### src/rtl/exe_stage_if.sv
// ID/EX operand bundle into execute and EX/MEM bundle out of it.
// slave: execute stage side; master: decode/memory (or bench) side.
interface exe_stage_if #(
    parameter int DATA_W = 32
);
    logic              freeze;
    logic              wb_en_in;
    logic              mem_r_en_in;
    logic              mem_w_en_in;
    logic [3:0]        exe_cmd;
    logic              b;
    logic              s;
    logic [DATA_W-1:0] pc;
    logic [DATA_W-1:0] value_rn;
    logic [DATA_W-1:0] value_rm;
    logic [11:0]       shift_operand;
    logic              imm;
    logic [23:0]       imm_signed_24;
    logic [3:0]        dest_in;

    logic              branch_taken;
    logic [DATA_W-1:0] branch_addr;
    logic [3:0]        status;
    logic              wb_en;
    logic              mem_r_en;
    logic              mem_w_en;
    logic [DATA_W-1:0] alu_result;
    logic [DATA_W-1:0] st_val;
    logic [3:0]        dest;

    modport slave (
        input  freeze, wb_en_in, mem_r_en_in, mem_w_en_in,
        input  exe_cmd, b, s, pc, value_rn, value_rm,
        input  shift_operand, imm, imm_signed_24, dest_in,
        output branch_taken, branch_addr, status,
        output wb_en, mem_r_en, mem_w_en,
        output alu_result, st_val, dest
    );

    modport master (
        output freeze, wb_en_in, mem_r_en_in, mem_w_en_in,
        output exe_cmd, b, s, pc, value_rn, value_rm,
        output shift_operand, imm, imm_signed_24, dest_in,
        input  branch_taken, branch_addr, status,
        input  wb_en, mem_r_en, mem_w_en,
        input  alu_result, st_val, dest
    );
endinterface

### src/rtl/exe_stage.sv
// ARM execute stage: val2 shifter, ALU, NZCV register, branch target.
// Ports: clk, rst (async, active-high), bus (exe_stage_if.slave).
module exe_stage #(
    parameter int DATA_W = 32
) (
    input  logic        clk,
    input  logic        rst,
    exe_stage_if.slave  bus
);
    localparam logic [3:0] OP_MOV = 4'b0001;
    localparam logic [3:0] OP_MVN = 4'b1001;
    localparam logic [3:0] OP_ADD = 4'b0010;
    localparam logic [3:0] OP_ADC = 4'b0011;
    localparam logic [3:0] OP_SUB = 4'b0100;
    localparam logic [3:0] OP_SBC = 4'b0101;
    localparam logic [3:0] OP_AND = 4'b0110;
    localparam logic [3:0] OP_ORR = 4'b0111;
    localparam logic [3:0] OP_EOR = 4'b1000;

    logic [DATA_W-1:0]   val2;
    logic [2*DATA_W-1:0] rot;
    logic [4:0]          sh;
    logic [DATA_W-1:0]   add_b;
    logic                cin;
    logic                is_sub;
    logic [DATA_W:0]     sum;
    logic [DATA_W-1:0]   res;
    logic                c_n;
    logic                v_n;
    logic                op_ok;
    logic [3:0]          nzcv_d;
    logic [3:0]          status_q;
    logic [DATA_W-1:0]   a;

    assign a  = bus.value_rn;
    assign sh = bus.shift_operand[11:7];

    always_comb begin
        val2 = '0;
        rot  = '0;
        if (bus.mem_r_en_in || bus.mem_w_en_in) begin
            val2 = {{(DATA_W-12){1'b0}}, bus.shift_operand};
        end else if (bus.imm) begin
            // doubled word shifted right == rotate right
            rot  = {2{{(DATA_W-8){1'b0}}, bus.shift_operand[7:0]}}
                   >> {bus.shift_operand[11:8], 1'b0};
            val2 = rot[DATA_W-1:0];
        end else begin
            unique case (bus.shift_operand[6:5])
                2'b00: val2 = bus.value_rm << sh;
                2'b01: val2 = bus.value_rm >> sh;
                2'b10: val2 = $unsigned($signed(bus.value_rm) >>> sh);
                default: begin
                    rot  = {bus.value_rm, bus.value_rm} >> sh;
                    val2 = rot[DATA_W-1:0];
                end
            endcase
        end
    end

    // One adder for all arithmetic: subtract as A + ~B + carry.
    always_comb begin
        is_sub = (bus.exe_cmd == OP_SUB) || (bus.exe_cmd == OP_SBC);
        add_b  = is_sub ? ~val2 : val2;
        cin    = (bus.exe_cmd == OP_SUB) ||
                 (((bus.exe_cmd == OP_ADC) || (bus.exe_cmd == OP_SBC)) &&
                  status_q[1]);
        sum    = {1'b0, a} + {1'b0, add_b} + {{DATA_W{1'b0}}, cin};
    end

    always_comb begin
        res   = '0;
        c_n   = status_q[1];
        v_n   = status_q[0];
        op_ok = 1'b1;
        case (bus.exe_cmd)
            OP_MOV: res = val2;
            OP_MVN: res = ~val2;
            OP_AND: res = a & val2;
            OP_ORR: res = a | val2;
            OP_EOR: res = a ^ val2;
            OP_ADD, OP_ADC, OP_SUB, OP_SBC: begin
                res = sum[DATA_W-1:0];
                c_n = sum[DATA_W];
                v_n = (a[DATA_W-1] == add_b[DATA_W-1]) &&
                      (sum[DATA_W-1] != a[DATA_W-1]);
            end
            default: op_ok = 1'b0;
        endcase
        nzcv_d = op_ok ? {res[DATA_W-1], res == '0, c_n, v_n} : status_q;
    end

    assign bus.branch_taken = bus.b & ~bus.freeze;
    assign bus.branch_addr  = bus.pc +
        {{(DATA_W-26){bus.imm_signed_24[23]}}, bus.imm_signed_24, 2'b00};
    assign bus.status       = status_q;

    always_ff @(posedge clk or posedge rst) begin
        if (rst) begin
            status_q <= 4'b0000;
        end else if (bus.s && !bus.freeze && !bus.b) begin
            status_q <= nzcv_d;
        end
    end

    always_ff @(posedge clk or posedge rst) begin
        if (rst) begin
            bus.wb_en      <= 1'b0;
            bus.mem_r_en   <= 1'b0;
            bus.mem_w_en   <= 1'b0;
            bus.alu_result <= '0;
            bus.st_val     <= '0;
            bus.dest       <= '0;
        end else if (!bus.freeze) begin
            bus.wb_en      <= bus.wb_en_in;
            bus.mem_r_en   <= bus.mem_r_en_in;
            bus.mem_w_en   <= bus.mem_w_en_in;
            bus.alu_result <= res;
            bus.st_val     <= bus.value_rm;
            bus.dest       <= bus.dest_in;
        end
    end
endmodule

### src/flat_wrapper.sv
// flat-port wrapper written by rule: the top's interface ports become plain ports
module exe_stage_flat 
#(
    parameter int DATA_W = 32
)
  (clk, rst, bus_freeze, bus_wb_en_in, bus_mem_r_en_in, bus_mem_w_en_in, bus_exe_cmd, bus_b, bus_s, bus_pc, bus_value_rn, bus_value_rm, bus_shift_operand, bus_imm, bus_imm_signed_24, bus_dest_in, bus_branch_taken, bus_branch_addr, bus_status, bus_wb_en, bus_mem_r_en, bus_mem_w_en, bus_alu_result, bus_st_val, bus_dest);
  exe_stage_if #(.DATA_W(DATA_W)) bus_i ();
  input  logic clk;
  input  logic rst;
  input wire logic [$bits(bus_i.freeze)-1:0] bus_freeze;
  input wire logic [$bits(bus_i.wb_en_in)-1:0] bus_wb_en_in;
  input wire logic [$bits(bus_i.mem_r_en_in)-1:0] bus_mem_r_en_in;
  input wire logic [$bits(bus_i.mem_w_en_in)-1:0] bus_mem_w_en_in;
  input wire logic [$bits(bus_i.exe_cmd)-1:0] bus_exe_cmd;
  input wire logic [$bits(bus_i.b)-1:0] bus_b;
  input wire logic [$bits(bus_i.s)-1:0] bus_s;
  input wire logic [$bits(bus_i.pc)-1:0] bus_pc;
  input wire logic [$bits(bus_i.value_rn)-1:0] bus_value_rn;
  input wire logic [$bits(bus_i.value_rm)-1:0] bus_value_rm;
  input wire logic [$bits(bus_i.shift_operand)-1:0] bus_shift_operand;
  input wire logic [$bits(bus_i.imm)-1:0] bus_imm;
  input wire logic [$bits(bus_i.imm_signed_24)-1:0] bus_imm_signed_24;
  input wire logic [$bits(bus_i.dest_in)-1:0] bus_dest_in;
  output wire logic [$bits(bus_i.branch_taken)-1:0] bus_branch_taken;
  output wire logic [$bits(bus_i.branch_addr)-1:0] bus_branch_addr;
  output wire logic [$bits(bus_i.status)-1:0] bus_status;
  output wire logic [$bits(bus_i.wb_en)-1:0] bus_wb_en;
  output wire logic [$bits(bus_i.mem_r_en)-1:0] bus_mem_r_en;
  output wire logic [$bits(bus_i.mem_w_en)-1:0] bus_mem_w_en;
  output wire logic [$bits(bus_i.alu_result)-1:0] bus_alu_result;
  output wire logic [$bits(bus_i.st_val)-1:0] bus_st_val;
  output wire logic [$bits(bus_i.dest)-1:0] bus_dest;
  assign bus_i.freeze = bus_freeze;
  assign bus_i.wb_en_in = bus_wb_en_in;
  assign bus_i.mem_r_en_in = bus_mem_r_en_in;
  assign bus_i.mem_w_en_in = bus_mem_w_en_in;
  assign bus_i.exe_cmd = bus_exe_cmd;
  assign bus_i.b = bus_b;
  assign bus_i.s = bus_s;
  assign bus_i.pc = bus_pc;
  assign bus_i.value_rn = bus_value_rn;
  assign bus_i.value_rm = bus_value_rm;
  assign bus_i.shift_operand = bus_shift_operand;
  assign bus_i.imm = bus_imm;
  assign bus_i.imm_signed_24 = bus_imm_signed_24;
  assign bus_i.dest_in = bus_dest_in;
  assign bus_branch_taken = bus_i.branch_taken;
  assign bus_branch_addr = bus_i.branch_addr;
  assign bus_status = bus_i.status;
  assign bus_wb_en = bus_i.wb_en;
  assign bus_mem_r_en = bus_i.mem_r_en;
  assign bus_mem_w_en = bus_i.mem_w_en;
  assign bus_alu_result = bus_i.alu_result;
  assign bus_st_val = bus_i.st_val;
  assign bus_dest = bus_i.dest;
  exe_stage #(.DATA_W(DATA_W)) u_core (.clk(clk), .rst(rst), .bus(bus_i));
endmodule
### config.mk
export PLATFORM = sky130hd
export DESIGN_NAME = exe_stage_flat
export DESIGN_NICKNAME = d
export VERILOG_FILES = /design/src/rtl/exe_stage_if.sv /design/src/rtl/exe_stage.sv /design/src/flat_wrapper.sv
export SDC_FILE = /design/constraint.sdc
export NUM_CORES = 1
export LEC_CHECK = 0
export CAP_MARGIN = 20
export CORE_AREA = 2 2 171 190
export DETAILED_ROUTE_END_ITERATION = 10
export DIE_AREA = 0 0 173 192
export DONT_BUFFER_PORTS = 1
export GPL_TIMING_DRIVEN = 0
export SYNTH_ARGS = -nofsm -noshare
export SYNTH_HDL_FRONTEND = slang
export SYNTH_SLANG_ARGS = --single-unit
### constraint.sdc
create_clock -name clk -period 7 [get_ports clk]
set_input_delay 1.05 -clock clk [delete_from_list [all_inputs] [get_ports clk]]
set_output_delay 1.05 -clock clk [all_outputs]
set_load 0.01 [all_outputs]
==> out/metrics.cfg, run 1 <==
[placement]
gp_congestion = 1.124
port_buffers = 0
place_area_sq_um = 16070
place_ws_ns = -1.700
dp_hpwl_um = 64320

[clock_network]
hold_buffers = 0
clk_pin_slew_ns = 0.06
clkLatencyLatePin_ns = 0.38
cts_root_buf = clkbuf_16
cts_tree = done
cts_buffers = 9
htreeDepth = 3
clock_sinks = 75
max-clock-path-buffers = 2

[timing]
fmax_mhz = 143.2
min_period_ns = 6.983
hold_violations = 0
setup-violations-final = 0
setup_slack_ns = 0.01693
final_max_slew_viol_count = 0
fin_crit_sh_pct = 99.76
worstMarginPinSlew_ns = 1.271
slew_headroom_pct = 14.95
fin_skew_ns = 0.01526

[global_route]
grt_pass1_wl_um = 116600
busiest_layer = met2
grt_max_degree = 43
grt_overflow_total = 0
antenna_found_initial = 2
grt_pass1_vias = 17220
grt_util_met2_pct = 76.77
met1_usage_pct = 54.07
grt_usage_pct = 47.76
use_met3_pct = 12.59

[detailed_routing]
avgRoutedWirePerCell_um = 34.35
vias = 17910
routed_wl_um = 82350
drtIter0Drc = 2671
viasPerCell = 7.472
antenna_left = 0
post-route-drc-count = 0
drtPass1Iterations = 7

[critical_path]
cp-start-kind = input pin
crit_slowest_cell = buf_1
crit_path_end_kind = flop
r2r_slack_ns = 2.46
crit_type = input pin to flop
worst_path_most_repeated_cell = buf_2
worst_path_largest_cell_delay_ns = 0.80
cp_max_fo = 10
cp.required_ns = 7.28
crit_chain = buf_2 -> inv_1 -> buf_2 -> buf_2 -> buf_1 -> o21ai_0 -> o2111ai_1 -> a32o_1 -> xnor2_1 -> ha_1 -> a21oi_1 -> o21ai_0 -> or3_1 -> nor3b_2 -> o41ai_2 -> a211oi_1 -> mux2i_1 -> nand4_1 -> nor4_2 -> nand4_1 -> o21ai_1
arrival_ns = 7.26

[job]
cap_viol_max_count = 0

[finish]
multi_input_area_sq_um = 12690
syn_to_final_growth_pct = 7.784
drive_gt1_share_pct = 14.03
fin_area_sq_um = 16700
ff_latch_area_sq_um = 1877
n_fill_cell = 2947
final_util_pct = 53.64
nets = 2248

[power_and_ir_drop]
vdd_drop_max_uv = 120.3
p_per_area_nw_per_um2 = 152.4
p_leak_nw = 6.927

[synthesis]
ys_warn_count = 0
syn_nets = 2229
async_flop_share_pct = 100.0
syn_inst = 1950
synth-edff-count = 0
synth_cell_types = 106
synth-seq-cells = 75
syn_area_sq_um = 15500
synth_top_area_share_pct = 12.11
syn_area_per_cell_sq_um = 7.947
ys_seq_area_share_pct = 12.11
netlist_top_cells_area = dfrtp_1, ha_1, mux4_2
synth.largest_area_cell = dfrtp_1
synthFlopType = dfrtp_1

[floorplanning]
io_pins = 257
die_h_um = 192
die_w_um = 173
rows = 68
initial_utilization_pct = 49.76
core-area_sq_um = 31140
die_area_sq_um = 33220

[min_path]
hold_path.class = flop to flop

[status]
status = finished, final reports clean

## layer usage
metal  wire, um  up-vias
met2      36170     1507
met4       8277        2
li1           -     7414
met5         17        -
met3       9605      536
met1      28270     8452
## power breakdown
part / internal, mW / leakage (nW) / switching (mW)
Sequential: 0.484 / 0.937 / 0.0737
Clock: 0.323 / 0.155 / 0.225
Combinational: 0.510 / 5.84 / 0.930
## worst max-delay path: cells and delay by family
| family | cells | cell delay, ns |
|---|---|---|
| compound gates | 8 | 2.33 |
| buf+inv | 5 | 1.84 |
| simple gates | 5 | 1.29 |
| mux | 1 | 0.32 |
| fa+ha+maj | 1 | 0.29 |
| xor+xnor | 1 | 0.13 |
## kinds of logic after synthesis
group,synth area share [%]
buf+inv,7.251
flops,12.11
simple gates,17.41
mux,19.73
fa+ha+maj,10.64
compound gates,27.95
xor+xnor,4.917
## state kept, by name, summed over array words and instances (netlist names)
signal / cells
u_core.bus.mem_w_en: 1
u_core.bus.wb_en: 1
u_core.bus.st_val: 32
u_core.bus.dest: 4
u_core.bus.alu_result: 32
u_core.bus.mem_r_en: 1
u_core.bus.status: 4
## per-stage QoR
stage | TNS (ns) | hold slack (ns) | total power, mW | cells
floorplan | 0 | 0.5107 | 1.471 | 1950
global placement | -13.99 | 0.5328 | 1.876 | 2370
detailed placement | -13.59 | 0.5375 | 1.894 | 2373
CTS | 0 | 0.5498 | 2.451 | 2391
global route | -0.02114 | 0.5683 | 2.620 | 2394
finish | 0 | 0.5446 | 2.545 | 2397
## cell usage in the layout, fill, tap and decap left out, drive strengths merged, types with 57 or more instances in the layout
| master | n |
|---|---|
| ha | 127 |
| clkbuf | 113 |
| nand2 | 154 |
| o21ai | 112 |
| dfrtp | 75 |
| buf | 57 |
| mux2i | 98 |
| nor2 | 157 |
| a21oi | 120 |
| xnor2 | 59 |
| mux2 | 76 |
| inv | 101 |
## path summary, 6_finish.rpt
check | startpoint | end | cells after the start
worst max-delay path | bus_shift_operand[10] | u_core.bus.status[2] | 21
max in group asynchronous | rst | u_core.bus.alu_result[18] | 2
min in group asynchronous | rst | u_core.bus.st_val[15] | 1
worst min-delay path | u_core.bus.alu_result[4] | u_core.bus.alu_result[4] | 1
worst min register to register | u_core.bus.alu_result[4] | u_core.bus.alu_result[4] | 1
worst max register to register | u_core.bus.status[1] | u_core.bus.status[2] | 16
## cells in the mapped netlist (10+ instances only)
| library cell | count |
|---|---|
| nor3_1 | 55 |
| o22ai_1 | 24 |
| buf_1 | 19 |
| or2_2 | 10 |
| dfrtp_1 | 75 |
| buf_2 | 22 |
| o21a_1 | 18 |
| or3_1 | 14 |
| mux2i_1 | 93 |
| nor2b_1 | 20 |
| a221oi_1 | 26 |
| nor2_1 | 157 |
| and2_1 | 20 |
| o31ai_1 | 13 |
| nand3_1 | 43 |
| a22o_1 | 20 |
| a22oi_1 | 20 |
| o211ai_1 | 27 |
| xnor2_1 | 59 |
| a31oi_1 | 19 |
| nand2b_1 | 25 |
| a211oi_1 | 35 |
| o21ai_0 | 104 |
| ha_1 | 127 |
| o221ai_1 | 18 |
| a21o_1 | 29 |
| xor2_1 | 28 |
| a21oi_1 | 120 |
| mux2_2 | 59 |
| nand4_1 | 19 |
| mux2_1 | 10 |
| mux4_2 | 51 |
| inv_1 | 98 |
| nand2_1 | 154 |
| clkbuf_1 | 94 |
## layout make-up
cell class | count | area share (%)
clock buffers | 10 | 1.431
flip-flops and latches | 75 | 11.24
multi-input cells | 1617 | 75.96
repair buffers | 9 | 0.5993
clock inverters | 6 | 0.5319
inverters | 104 | 2.375
diodes | 3 | 0.04495
plain buffers | 153 | 4.674
well taps | 420 | 3.146
## repair_timing
action / 4_1_cts / 5_1_grt
setup buffers: 2 / 3
pin swaps: 2 / 4
resized for setup: 26 / 51
setup endpoints to repair: 14 / 1
Note: power is estimated with default switching activity, not from simulation.
==> inputs of run 2 (changes only) <==
--- a/config.mk
+++ b/config.mk
@@ -5,10 +5,11 @@
 export SDC_FILE = /design/constraint.sdc
 export NUM_CORES = 1
 export LEC_CHECK = 0
+export ABC_AREA = 1
 export CAP_MARGIN = 20
-export CORE_AREA = 2 2 171 190
+export CORE_AREA = 2 2 165 183
 export DETAILED_ROUTE_END_ITERATION = 10
-export DIE_AREA = 0 0 173 192
+export DIE_AREA = 0 0 167 185
 export DONT_BUFFER_PORTS = 1
 export GPL_TIMING_DRIVEN = 0
 export SYNTH_ARGS = -nofsm -noshare
==> constraint.sdc (replaced) <==
create_clock -name clk -period 7.42 [get_ports clk]
set_input_delay 1.113 -clock clk [delete_from_list [all_inputs] [get_ports clk]]
set_output_delay 1.113 -clock clk [all_outputs]
set_load 0.01 [all_outputs]
==> run 2 against run 1 <==
Compared with the run above:
- die area is 7.0% lower
- non-clock buffer count is 40 lower
- synthesized area fell by 7.5%
- global-route usage fell by 5.2 points
- critical path depth rose by 12
- sequential cell count did not move
- final cell count rose by 20%
- register-to-register slack improved by 0.56 ns
- utilization decreased by 1.8 points
- clock-buffer cell count fell by 1
- total power fell by 16%
- critical path type unchanged
- largest power group unchanged
==> out/metrics.cfg, run 2 <==
[finish]
n_antenna_cell = 0  ; was 3
layout_commonest_cell = nand2_1
mostFrequentLayoutCells = nand2_1, nand3_1, inv_1  ; was nor2_1, nand2_1, ha_1
drive_gt1_share_pct = 8.077  ; was 14.03%
n_fill_cell = 3135  ; was 2947
syn_to_final_growth_pct = 5.554  ; was 7.784%
multi_input_area_sq_um = 11020  ; was 12690 sq um
top_regs = u_core.bus.alu_result (32), u_core.bus.st_val (32)  ; unchanged
nets = 2775  ; was 2248
ff_latch_area_sq_um = 1877  ; unchanged

[min_path]
hold_path.class = flop to flop  ; unchanged

[clock_network]
post_cts_buffers = 0  ; was 2
cts_tree = done  ; unchanged
cts_buffers = 9  ; unchanged
max-clock-path-buffers = 2  ; unchanged
clk_pin_slew_ns = 0.06  ; about the same
cts_root_buf = clkbuf_16  ; unchanged
htreeDepth = 3  ; unchanged
hold_buffers = 0  ; unchanged
clkLatencyLatePin_ns = 0.34  ; was 0.38 ns
cts_repair_resize_count = 0  ; was 26
clock_sinks = 75  ; unchanged

[synthesis]
ys_seq_area_share_pct = 13.10  ; was 12.11%
netlist_top_cells_area = nand2_1, nand3_1, dfrtp_1  ; was dfrtp_1, ha_1, mux4_2
syn_area_sq_um = 14330  ; was 15500 sq um
synth-edff-count = 0  ; unchanged
yosysMostFrequentCell = nand2_1  ; was nor2_1
async_flop_share_pct = 100.0  ; unchanged
yosys-top-cells-count = nand2_1, nand3_1, inv_1  ; was nor2_1, nand2_1, ha_1
synth_top_area_share_pct = 21.25  ; was 12.11%
synth.largest_area_cell = nand2_1  ; was dfrtp_1
synthFlopType = dfrtp_1  ; unchanged
syn_nets = 2764  ; was 2229
syn_inst = 2485  ; was 1950
syn_area_per_cell_sq_um = 5.766  ; was 7.947 sq um
synth_cell_types = 51  ; was 106
ys_warn_count = 0  ; unchanged
synth-seq-cells = 75  ; unchanged

[critical_path]
cp-start-kind = input pin  ; unchanged
crit_path_end_kind = flop  ; unchanged
crit_type = input pin to flop  ; unchanged
crit_slowest_cell = o21ai_0  ; was buf_1
worst_path_largest_cell_delay_ns = 0.67  ; was 0.80 ns
arrival_ns = 6.91  ; was 7.26 ns
cp.required_ns = 7.69  ; was 7.28 ns
cp_max_fo = 10  ; unchanged
worst_path_most_repeated_cell = nand2_1  ; was buf_2

[timing]
fmax_mhz = 150.7
final_max_slew_viol_count = 0  ; unchanged
fin_crit_sh_pct = 89.44
setup_slack_ns = 0.7833  ; was 0.01693 ns
fin_skew_ns = 0.008159  ; was 0.01526 ns
min_period_ns = 6.637
rsz0062_at_grt = false
hold_violations = 0  ; unchanged
finalSetupTns_ns = 0  ; unchanged
setup-violations-final = 0  ; unchanged
slew_headroom_pct = 36.36  ; was 14.95%
worstMarginPinSlew_ns = 0.9546  ; was 1.271 ns

[detailed_routing]
drtIter0Drc = 2052  ; was 2671
routed_wl_um = 68270  ; was 82350 um
avgRoutedWirePerCell_um = 23.74  ; was 34.35 um
antenna_left = 0  ; unchanged
vias = 17820  ; was 17910
viasPerCell = 6.197  ; was 7.472
drtPass1Iterations = 7  ; unchanged
post-route-drc-count = 0  ; unchanged

[floorplanning]
die_w_um = 167  ; was 173 um
die_h_um = 185  ; was 192 um
core-area_sq_um = 29150  ; was 31140 sq um
rows = 66  ; was 68
die_area_sq_um = 30900  ; was 33220 sq um
io_pins = 257  ; unchanged
initial_utilization_pct = 49.15  ; was 49.76%

[power_and_ir_drop]
p_int_mw = 1.092  ; was 1.316 mW
seqPwrFrac_pct = 24.4  ; was 21.9%
p_per_area_nw_per_um2 = 142.2  ; was 152.4 nW/um^2
p_switching_mw = 1.058  ; was 1.229 mW
power_frac_comb_pct = 53.4  ; was 56.6%
switching_share_pct = 49.23  ; was 48.28%
clockPowerShare_pct = 22.3  ; was 21.5%
vdd_drop_max_uv = 155.5  ; was 120.3 uV
p_leak_nw = 8.033  ; was 6.927 nW

[job]
cap_viol_max_count = 0  ; unchanged

[global_route]
grt_pass1_wl_um = 99690  ; was 116600 um
grt_usage_pct = 42.57  ; was 47.76%
antenna_found_initial = 0  ; was 2
grt_pass1_vias = 16980  ; was 17220
grt_overflow_total = 0  ; unchanged
grt_max_degree = 76  ; was 43

[placement]
port_buffers = 0  ; unchanged
dp_hpwl_um = 55370  ; was 64320 um
place_ws_ns = 0.9009  ; was -1.700 ns
gp_congestion = 1.095  ; was 1.124

[status]
status = finished, final reports clean  ; unchanged

run 2: cell count changes in the layout (fill, tap and decap cells not counted), moves of 42 or more:
cell,delta
nand2_1,+657
nand3_1,+462
inv_1,+93
mux2i_1,-90
mux2_2,-59
nand2_2,+55
mux4_2,-51
nor3_1,-47
xnor2_1,-45
clkbuf_1,-42
run 2: cell families after synthesis:
kind of cell             Yosys count  synth area share [%]
AO/OA/AOI/OAI                    285                 12.03
XOR/XNOR                          63                 3.851
adder cells (fa/ha/maj)          130                 11.51
buffers and inverters            325                 9.955
flip-flops                        75                 13.10
AND/OR/NAND/NOR                 1607                 49.56
run 2: power by group through the flow:
stage,combinational [mW],clock [mW],sequential [mW]
2_1_floorplan,0.778,0,0.514
3_3_place_gp,1.08,0,0.531
3_5_place_dp,1.10,0,0.532
4_1_cts,1.10,0.479,0.525
5_1_grt,1.24,0.500,0.528
6_report,1.15,0.479,0.524
run 2: path summary, 6_finish.rpt:
check | start | to | slack [ns] | cells after the start
setup / recovery | bus_shift_operand[5] | u_core.bus.status[2] | 0.78 | 33
hold / removal | u_core.bus.st_val[0] | u_core.bus.st_val[0] | 0.55 | 2
setup reg to reg | u_core.bus.status[1] | u_core.bus.status[2] | 3.02 | 23
hold reg to reg | u_core.bus.st_val[0] | u_core.bus.st_val[0] | 0.55 | 2
max in group asynchronous | rst | u_core.bus.st_val[27] | 5.97 | 1
min in group asynchronous | rst | u_core.bus.alu_result[31] | 0.83 | 1
run 2: metal layers:
metal | global-route usage, % | wire [um] | up-vias
li1 | - | - | 8283
met1 | 46.81 | 24080 | 8164
met2 | 70.78 | 31200 | 1075
met3 | 7.735 | 5864 | 294
met4 | 37.69 | 7125 | 0
met5 | 0 | 0 | -
run 2: metrics by stage:
| step | cell area [sq um] | cells | power (mW) | hold slack (ns) | util, % |
|---|---|---|---|---|---|
| after global routing | 15120 | 2875 | 2.271 | 0.5744 | 51.88 |
| after CTS | 15120 | 2875 | 2.107 | 0.5515 | 51.88 |
| after global placement | 14800 | 2859 | 1.613 | 0.5353 | 50.76 |
| after detailed placement | 14800 | 2859 | 1.629 | 0.5358 | 50.76 |
| final | 15120 | 2875 | 2.150 | 0.5510 | 51.88 |
| after floorplan | 14330 | 2485 | 1.292 | 0.5140 | - |
run 2: cell type report:
type / instances / area share [%]
tap: 374 / 3.094
clock buffer: 9 / 1.489
multi-input combinational: 2085 / 72.90
buffer: 122 / 4.310
clock inverter: 7 / 0.6619
inverter: 203 / 5.138
sequential: 75 / 12.41
run 2: worst max-delay path, delay by kind of cell:
kind | cells | cell delay [ns]
XOR/XNOR | 1 | 0.21
AO/OA/AOI/OAI | 3 | 0.95
AND/OR/NAND/NOR | 21 | 2.92
buffers and inverters | 6 | 0.86
adder cells (fa/ha/maj) | 2 | 0.82
==> inputs of run 3 (changes only) <==
--- a/config.mk
+++ b/config.mk
@@ -7,11 +7,12 @@
 export LEC_CHECK = 0
 export ABC_AREA = 1
 export CAP_MARGIN = 20
-export CORE_AREA = 2 2 165 183
+export CORE_AREA = 2 2 145 161
 export DETAILED_ROUTE_END_ITERATION = 10
-export DIE_AREA = 0 0 167 185
+export DIE_AREA = 0 0 147 163
 export DONT_BUFFER_PORTS = 1
 export GPL_TIMING_DRIVEN = 0
+export PLACE_DENSITY = 0.8
 export SYNTH_ARGS = -nofsm -noshare
 export SYNTH_HDL_FRONTEND = slang
 export SYNTH_SLANG_ARGS = --single-unit
==> run 3 against run 2 <==
Compared with the run above:
- setup slack improved by 0.16 ns
- utilization up 15 points
- sequential cell count unchanged
- maximum frequency up 2.5%
- combinational power is essentially flat
- cell area down 0.70%
- critical path depth decreased by 4
- via count grew 5.7%
- sequential share of layout area grew 0.088 points
- final cell count fell by 2.6%
- clock power decreased by 3%
- total power barely moved
- critical endpoint unchanged
- largest cell class unchanged
- highest routed layer is now met5
==> out/metrics.cfg, run 3 (synthesis gave the netlist of run 2 again) <==
[placement]
gp_congestion = 1.147  ; was 1.095
port_buffers = 0  ; unchanged
placed_cells = 2785  ; was 2859
dp_hpwl_um = 50860  ; was 55370 um

[finish]
drive_gt1_share_pct = 8.077  ; unchanged
layout_commonest_cell = nand2_1  ; unchanged
syn_to_final_growth_pct = 4.812  ; was 5.554%
mostFrequentLayoutCells = nand2_1, nand3_1, inv_1  ; unchanged
finalNonFillerCells = 2801  ; was 2875
top_regs = u_core.bus.alu_result (32), u_core.bus.st_val (32)  ; unchanged
nets = 2775  ; unchanged
n_antenna_cell = 0  ; unchanged
n_fill_cell = 2095  ; was 3135

[critical_path]
crit_type = input pin to flop  ; unchanged
cp-start-kind = input pin  ; unchanged
worst-path-buf-inv = 6  ; unchanged
worst_r2r_endpoint = u_core.bus.status[2]  ; unchanged
crit_family = simple AND/OR/NAND/NOR gates  ; unchanged
r2r_cells = 23  ; unchanged
worst_path_largest_cell_delay_ns = 0.73  ; was 0.67 ns
crit_path_end_kind = flop  ; unchanged
r2r-start = u_core.bus.status[1]  ; unchanged
critical_path_depth = 29  ; was 33
cp.required_ns = 7.70  ; was 7.69 ns
r2r_slack_ns = 3.04  ; was 3.02 ns
worst_path_most_repeated_cell = nand2_1  ; unchanged
cp_max_fo = 10  ; unchanged
crit_slowest_cell = clkbuf_1  ; was o21ai_0
arrival_ns = 6.76  ; was 6.91 ns

[floorplanning]
rows = 58  ; was 66
initial_utilization_pct = 63.69  ; was 49.15%
io_pins = 257  ; unchanged
die_area_sq_um = 23960  ; was 30900 sq um
die_w_um = 147  ; was 167 um
core-area_sq_um = 22500  ; was 29150 sq um
die_h_um = 163  ; was 185 um

[min_path]
hold_path.class = flop to flop  ; unchanged
min_to = u_core.bus.st_val[0]  ; unchanged
hp-start = u_core.bus.st_val[0]  ; unchanged
holdPathStages = 2  ; unchanged

[power_and_ir_drop]
p_leak_nw = 8.023  ; was 8.033 nW
seqPwrFrac_pct = 24.5  ; was 24.4%
p_int_mw = 1.062  ; was 1.092 mW
p_per_area_nw_per_um2 = 143.1  ; was 142.2 nW/um^2
p_switching_mw = 1.087  ; was 1.058 mW
vdd_drop_max_uv = 142.3  ; was 155.5 uV
clockPowerShare_pct = 21.6  ; was 22.3%
switching_share_pct = 50.60  ; was 49.23%
power_frac_comb_pct = 53.9  ; was 53.4%

[detailed_routing]
post-route-drc-count = 0  ; unchanged
antenna_left = 0  ; unchanged
routed_wl_um = 66070  ; was 68270 um
drtIter0Drc = 2938  ; was 2052
drtPass1Iterations = 10  ; was 7
avgRoutedWirePerCell_um = 23.59  ; was 23.74 um
viasPerCell = 6.724  ; was 6.197
vias = 18830  ; was 17820

[clock_network]
cts_tree = done  ; unchanged
cts_root_buf = clkbuf_16  ; unchanged
clkLatencyLatePin_ns = 0.34  ; about the same
max-clock-path-buffers = 2  ; unchanged
clk_pin_slew_ns = 0.07  ; was 0.06 ns
cts_repair_resize_count = 0  ; unchanged
clock_sinks = 75  ; unchanged
post_cts_buffers = 0  ; unchanged
cts_buffers = 9  ; unchanged
hold_buffers = 0  ; unchanged
htreeDepth = 3  ; unchanged

[timing]
final_max_slew_viol_count = 0  ; unchanged
finalSetupTns_ns = 0  ; unchanged
rsz0062_at_grt = false  ; unchanged
fin_crit_sh_pct = 87.22  ; was 89.44%
fin_skew_ns = 0.005311  ; was 0.008159 ns
min_period_ns = 6.472  ; was 6.637 ns
slew_headroom_pct = 32.42  ; was 36.36%
worstMarginPinSlew_ns = 1.014  ; was 0.9546 ns
fmax_mhz = 154.5  ; was 150.7 MHz
setup-violations-final = 0  ; unchanged
hold_violations = 0  ; unchanged

[global_route]
grt_max_degree = 76  ; unchanged
grt_overflow_total = 0  ; unchanged
antenna_found_initial = 2  ; was 0
grt_usage_pct = 53.32  ; was 42.57%
grt_pass1_vias = 17650  ; was 16980
grt_pass1_wl_um = 98330  ; was 99690 um

[status]
status = finished, final reports clean  ; unchanged

[job]
cap_viol_max_count = 0  ; unchanged

==> run 3: power groups by stage <==
stage / logic, mW / registers (mW) / clock network [mW]
2_1_floorplan: 0.778 / 0.514 / 0
3_3_place_gp: 1.05 / 0.529 / 0
3_5_place_dp: 1.07 / 0.531 / 0
4_1_cts: 1.08 / 0.525 / 0.454
5_1_grt: 1.24 / 0.528 / 0.476
6_report: 1.16 / 0.526 / 0.464
==> run 3: tightest hold or removal path: stages, from the launching register on <==
cell and delay, ns:
dfrtp_1 0.39, nand2_1 0.07, nand2_1 0.06
==> run 3: worst max path at each step <==
stage,endpoint,slack (ns),startpoint
floorplan,u_core.bus.status[2],2.74,bus_shift_operand[7]
global placement,u_core.bus.status[2],1.24,bus_shift_operand[10]
detailed placement,u_core.bus.status[2],1.13,bus_shift_operand[5]
CTS,u_core.bus.status[2],1.34,bus_shift_operand[5]
global route,u_core.bus.status[2],0.78,bus_exe_cmd[3]
finish,u_core.bus.status[2],0.95,bus_shift_operand[10]
==> run 3: metrics by stage <==
| stage | area, sq um | hold WS [ns] | total power [mW] | setup slack [ns] | util [%] |
|---|---|---|---|---|---|
| after floorplan | 14330 | 0.5140 | 1.292 | 2.737 | - |
| after global placement | 14700 | 0.5347 | 1.575 | 1.239 | 65.36 |
| after detailed placement | 14710 | 0.5361 | 1.604 | 1.128 | 65.37 |
| final | 15020 | 0.5529 | 2.149 | 0.9480 | 66.75 |
| after CTS | 15020 | 0.5527 | 2.064 | 1.336 | 66.75 |
| after global routing | 15020 | 0.5773 | 2.242 | 0.7797 | 66.75 |
==> run 3: area by class of cell <==
class	instances	area (sq um)	area share (%)
Multi-Input combinational cell	2085	11020	73.41
Sequential cell	75	1877	12.50
Inverter	203	777.0	5.174
Buffer	122	651.9	4.341
Tap cell	300	375.4	2.500
Clock buffer	9	225.2	1.500
Clock inverter	7	86.33	0.5749
==> run 3: routing by layer <==
metal / routed length, um / track usage, % / vias up
met5: 26 / 0 / -
met4: 8286 / 49.83 / 4
met3: 8872 / 18.38 / 610
met2: 27890 / 83.08 / 1641
met1: 21000 / 56.60 / 8309
li1: - / - / 8269
